### config.mk
export PLATFORM = sky130hd
export DESIGN_NAME = sort_result_unloader
export DESIGN_NICKNAME = d
export VERILOG_FILES = /design/src/rtl/sort_result_unloader.sv
export SDC_FILE = /design/constraint.sdc
export NUM_CORES = 1
export LEC_CHECK = 0
export CAP_MARGIN = 30
export CORE_MARGIN = 4
export CORE_UTILIZATION = 45
export CTS_CLUSTER_DIAMETER = 120
export DETAILED_ROUTE_END_ITERATION = 8
export GPL_TIMING_DRIVEN = 0
export PLACE_DENSITY = 0.83
export SYNTH_ARGS = -nofsm -noshare
export SYNTH_HDL_FRONTEND = slang
export SYNTH_SLANG_ARGS = --single-unit
### constraint.sdc
create_clock -name clk -period 6.3 [get_ports clk]
set_input_delay 1.26 -clock clk [delete_from_list [all_inputs] [get_ports clk]]
set_output_delay 1.26 -clock clk [all_outputs]
set_load 0.01 [all_outputs]
### src/rtl/sort_result_unloader.sv
// sort_result_unloader: captures a sorted vector on done and streams it out over valid/ready,
// dropping and counting any done that arrives while a vector is still draining.
module sort_result_unloader #(
  parameter int DATA_WIDTH = 8,
  parameter int NUM_ELEMS  = 8,
  parameter int ORDER      = 0
) (
  input  logic                             clk,
  input  logic                             reset,
  input  logic                             done,
  input  logic [NUM_ELEMS*DATA_WIDTH-1:0]  data_in,
  input  logic                             out_ready,
  output logic                             out_valid,
  output logic [DATA_WIDTH-1:0]            out_data,
  output logic                             out_last,
  output logic                             busy,
  output logic                             overflow,
  output logic [7:0]                       drop_cnt
);
  localparam int IW = $clog2(NUM_ELEMS);
  localparam logic [IW-1:0] FIRST = (ORDER != 0) ? IW'(NUM_ELEMS - 1) : '0;
  localparam logic [IW-1:0] FINAL = (ORDER != 0) ? '0 : IW'(NUM_ELEMS - 1);
  typedef enum logic {IDLE, SEND} state_t;
  state_t r_state, w_next;
  logic [NUM_ELEMS-1:0][DATA_WIDTH-1:0] r_buf;
  logic [IW-1:0] r_idx;
  logic r_ovf;
  logic [7:0] r_drop;
  logic w_xfer, w_last, w_cap, w_drop;
  assign w_xfer = (r_state == SEND) && out_ready;
  assign w_last = r_idx == FINAL;
  // a done coinciding with the final transfer chains the next vector without a bubble
  assign w_cap  = done && ((r_state == IDLE) || (w_xfer && w_last));
  assign w_drop = done && (r_state == SEND) && !(w_xfer && w_last);
  always_comb begin
    w_next = r_state;
    w_next = (r_state == IDLE) ? (done ? SEND : IDLE)
                               : ((w_xfer && w_last && !done) ? IDLE : SEND);
  end
  always_ff @(posedge clk or posedge reset) begin
    if (reset) r_state <= IDLE;
    else       r_state <= w_next;
  end
  always_ff @(posedge clk or posedge reset) begin
    if (reset) begin
      r_buf  <= '0;
      r_idx  <= '0;
      r_ovf  <= 1'b0;
      r_drop <= '0;
    end else begin
      r_ovf <= w_drop;
      if (w_drop && r_drop != 8'hFF) r_drop <= r_drop + 8'd1;
      if (w_cap) begin
        r_buf <= data_in;
        r_idx <= FIRST;
      end else if (w_xfer && !w_last) begin
        r_idx <= (ORDER != 0) ? r_idx - 1'b1 : r_idx + 1'b1;
      end
    end
  end
  assign busy      = r_state == SEND;
  assign out_valid = busy;
  assign out_data  = busy ? r_buf[r_idx] : '0;
  assign out_last  = busy && w_last;
  assign overflow  = r_ovf;
  assign drop_cnt  = r_drop;
endmodule
# After elaboration in Yosys (flattened, before gate mapping)
# Index checks and enable logic that the tools add are counted.
[totals]
regBits = 77
output_inout_bits = 20
word_cells = 40
[op_classes]
n_addsub = 2
n_lt_le_gt_ge = 1
eq_ne = 2
mux = 8
bitwise = 1
n_reduce_logical = 14
[ops]
columns = ["op", "n"]
rows = [
  ["8-bit binary-select mux with 3-bit select", 1],
  ["8-bit 2-to-1 mux", 2],
  ["1-bit logical AND", 9],
  ["8-bit by 1-bit adder with 8-bit output (second input constant)", 1],
  ["8-bit != test (second input constant)", 1],
  ["3-bit 2-to-1 mux", 2],
  ["3-bit by 4-bit less-than comparator with 1-bit output (second input constant)", 1],
  ["3-bit by 1-bit adder with 3-bit output (second input constant)", 1],
  ["3-bit == test (second input constant)", 1],
  ["1-bit zero test", 3],
  ["1-bit 2-to-1 mux", 3],
  ["2-bit nonzero test", 1],
  ["1-bit logical OR", 1],
  ["1-bit inverter", 1],
]

# Longest topological paths before layout
# Gate-level depths: netlist of the first run.
[logic_depth]
word_depth = 5
depth_mapped = 7
mapped_depth_nobuf = 6

# Worst setup path before layout of the first run
# Ideal clock, no wire load.
[synth_timing]
path_kind = "reg-to-output"
from = "register r_idx[1]"
to = "output out_data[0]"
arrival_time_ns = 1.317
setup_slack_ns = 3.723
stages_incl_launch_ff = 5
n_path_buf = 1
cell_sequence = "dfrtp_1 -> buf_4 -> mux4_2 -> o22ai_1 -> nor2_1"
[synth_between]
elab_chain_cells = 3
[synth_lines]
columns = ["element", "line_no", "source"]
rows = [
  ["from (decl)", "26", "logic [IW-1:0] r_idx;"],
  ["from (signal assigned)", "57", "r_idx <= (ORDER != 0) ? r_idx - 1'b1 : r_idx + 1'b1;"],
  ["8-bit binary-select mux with 3-bit select", "63", "assign out_data = busy ? r_buf[r_idx] : '0;"],
  ["8-bit 2-to-1 mux (implied by the code)", "63", ""],
  ["8-bit 2-to-1 mux", "63", ""],
  ["to (decl)", "14", "output logic [DATA_WIDTH-1:0] out_data,"],
]
# Every way passes these cells. The select of a mux whose other input is x is not followed.

# Worst setup path after layout of the first run
[layout_timing]
from = "register r_idx[2]"
to = "output out_data[3]"
# The elaborated chain is that of the path after synthesis.

==> run metrics, run 1 <==
initial antenna violation count=0; dominant cell type by area after synthesis=dfrtp_1; number of max-cap violations=0; drt wl/cell=17.1 um; setup TNS=0 ns; Final setup viols=0; Hold Buf Count CTS=0; vias in the first global route=2548; largest net degree at the start of global routing=62; top_reg_cell synth=dfrtp_1; RSZ-0062 raised after global routing=no; most common cell in the netlist=dfrtp_1; critical path fanouts, max=10; total track usage=0.173; Leak Pwr=2.12 nW; Hold Path Class=register to register; final WL=roughly 8000 um; cell total after placement=452; Congestion Overflow GR=0; Slew Limit Fails=0; Inserted Diodes=0; DRT antenna net count=0; crit-path cells=buf_2 -> buf_2 -> mux4_2 -> o22ai_1 -> nor2_1 -> clkdlybuf4s50_1; EDFF count, synth=0; Final Skew=between 0.01 and 0.015 ns; Worst R2R Start=r_idx[1]$_DFFE_PP0P_; CP max stage cell=clkdlybuf4s50_1; core area=7730 sq um; layout cells sized above 1=0.317; pwr dens=445 nW/um^2; first drt pass iteration count=4; Post-synth top cells=dfrtp_1, mux2_2, nand2_1, o22ai_1, mux2i_1; FMAX=0.271 GHz; first-pass GRT wire length=12800 um; # H-tree levels=3; vias per inst=between 5 and 6; syn_area_per_cell=approximately 14 sq um; CP endpoint kind=output port; Synth top area share=0.536; Clock Pin Slew Worst Setup and Hold Paths=0.08 ns; row count=32; Synth Net Count=~330; post-CTS resize count=0; die height=97.4 um; CTS max path bufs=2; nets=432; Die Area=9480 sq um; Root Driver=clkbuf_8; CTS sink count=77; Worst Setup SP=r_idx[2]$_DFFE_PP0P_; IO Pins=88; clock buffer count from CTS=9; number of distinct library cells after synthesis=29; YS warnings=0; Synth async-reset ratio=1.00; sequential element share of the synthesized area=0.536; number of port buffers=87; CP max stage delay=0.48 ns; DP HPWL=between 5000 and 6000 um; 1st-iter DRT viols=93; Req. time, crit path=5.04 ns; setup bufs post-CTS=0; Layout Cells excl Fill=468; outcome=finished, final reports clean; area grow syn2layout=34.3%; Seq cells post-synth=between 70 and 80; startpoint types=register; WS Path Type=register to output port; synth top area cells=dfrtp_1, mux2_2, mux4_2; Initial Util=0.465; Syn Inst Count=about 260; worst slew pin tran=between 0.4 and 0.5 ns; Hold Vio Cnt, Final=0; # fillers=600; VDD IR max=between 0.0002 and 0.00025 V; max_slew headroom=0.673; Worst Path Arrival=2.43 ns; Clock Latency Late Sink=0.35 ns; min-delay src=r_buf[55]$_DFFE_PP0P_; CP delay by family, top=buffers and inverters; CP dominant cell by count=buf_2; Remaining DRCs=0; TritonCTS clock tree=done; Final period util=0.586; vias=2436; Die X=97.4 um; Post-Syn Area=3590 sq um; worst path bufs/invs=3; Tmin final=3.69 ns; Final Wtd Congestion=between 0.7 and 0.8
## per-stage QoR
stage	instance area (sq um)	hold slack, ns	utilization	worst slack, ns	total power, W
after CTS	4830	0.508	0.625	2.58	0.00216
after global routing	4830	0.515	0.625	2.51	0.00229
after detailed placement	4620	0.490	0.598	2.97	0.00178
after floorplan	3590	0.474	-	3.07	0.00143
after global placement	4590	0.481	0.594	1.84	0.00174
final	4830	0.506	0.625	2.61	0.00215
## cell type report
cell class	instances	area, sq um	area share
flip-flops and latches	77	1930	0.399
multi-input cells	165	1530	0.317
repair buffers	88	898	0.186
well taps	102	128	0.0264
clock buffers	9	124	0.0257
plain buffers	14	113	0.0233
clock inverters	7	81.3	0.0168
inverters	6	25.0	0.00518
## placed cells by master (no fill, tap or decap)
cell type and count:
mux2_2 76, nand2_2 1, nor2b_1 2, and2_1 1, clkinv_4 2, bufinv_16 1
a22o_1 3, clkbuf_1 2, buf_16 1, buf_6 5, inv_4 1, and3_1 1
inv_1 5, clkinvlp_4 1, a41oi_1 1, buf_4 2, a21oi_1 2, and4_1 1
xnor2_1 3, o21ai_0 1, inv_6 3, mux4_2 8, buf_2 4, mux2i_1 9
nand4_1 3, dfrtp_1 77, nor3b_2 1, clkbuf_8 10, nor2_1 8, nand2b_1 2
clkdlybuf4s50_1 87, nand3_1 3, o22ai_1 10, ha_1 3, nand2_1 25, a31oi_1 1
## logic make-up (layout without fill, tap and decap cells)
| group | count (synthesis) | in the layout | synth area share |
|---|---|---|---|
| muxes | 93 | 93 | 0.313 |
| adders and majority gates | 3 | 3 | 0.0104 |
| buffers and inverters | 20 | 124 | 0.0376 |
| xor gates and xnor gates | 3 | 3 | 0.00731 |
| and+or+nand+nor | 48 | 48 | 0.0620 |
| AOI/OAI and AO/OA | 18 | 18 | 0.0331 |
| DFF | 77 | 77 | 0.536 |
## report_power, final
part           total [W]  switching (W)  internal [W]
sequential      0.000854       0.000130      0.000725
clock           0.000383       0.000195      0.000188
combinational   0.000912       0.000361      0.000551
## state kept, by name, indices dropped and copies added, names as in the netlist
signal / flops
overflow: 1
r_idx: 3
r_buf: 64
busy: 1
drop_cnt: 8
## worst paths after layout
| path | to | slack [ns] | cells after the start |
|---|---|---|---|
| max | out_data[3] | 2.61 | 6 |
| max in group asynchronous | r_idx[2]$_DFFE_PP0P_ | 4.53 | 3 |
| max reg2reg | r_buf[17]$_DFFE_PP0P_ | 4.25 | 7 |
| min reg2reg | r_buf[55]$_DFFE_PP0P_ | 0.51 | 1 |
| min in group asynchronous | r_buf[44]$_DFFE_PP0P_ | 1.19 | 2 |
| min | r_buf[55]$_DFFE_PP0P_ | 0.51 | 1 |
## routing by layer
metal,track usage,vias to the layer above,part of all wire
li1,-,1141,-
met1,0.231,1218,0.46
met2,0.279,70,0.48
met3,0.0488,7,0.053
met4,0.0447,0,0.012
met5,0,-,0
Note: power is estimated with default switching activity, not from simulation.
==> inputs of run 2 (changes only) <==
Clock period 6.3 ns to 3.7 ns, I/O delays scaled along.
==> results of run 2 <==
Same layout as run 1 (identical final DEF). Status: finished, final reports clean.
Among the figures that moved: setup slack after placement 2.97 ns -> 0.890 ns; setup slack after layout 2.61 ns -> 0.526 ns; register-to-register setup slack 4.25 ns -> 1.65 ns; total power 0.00215 W -> 0.00366 W; worst IR drop on VDD 0.000248 V -> 0.000422 V
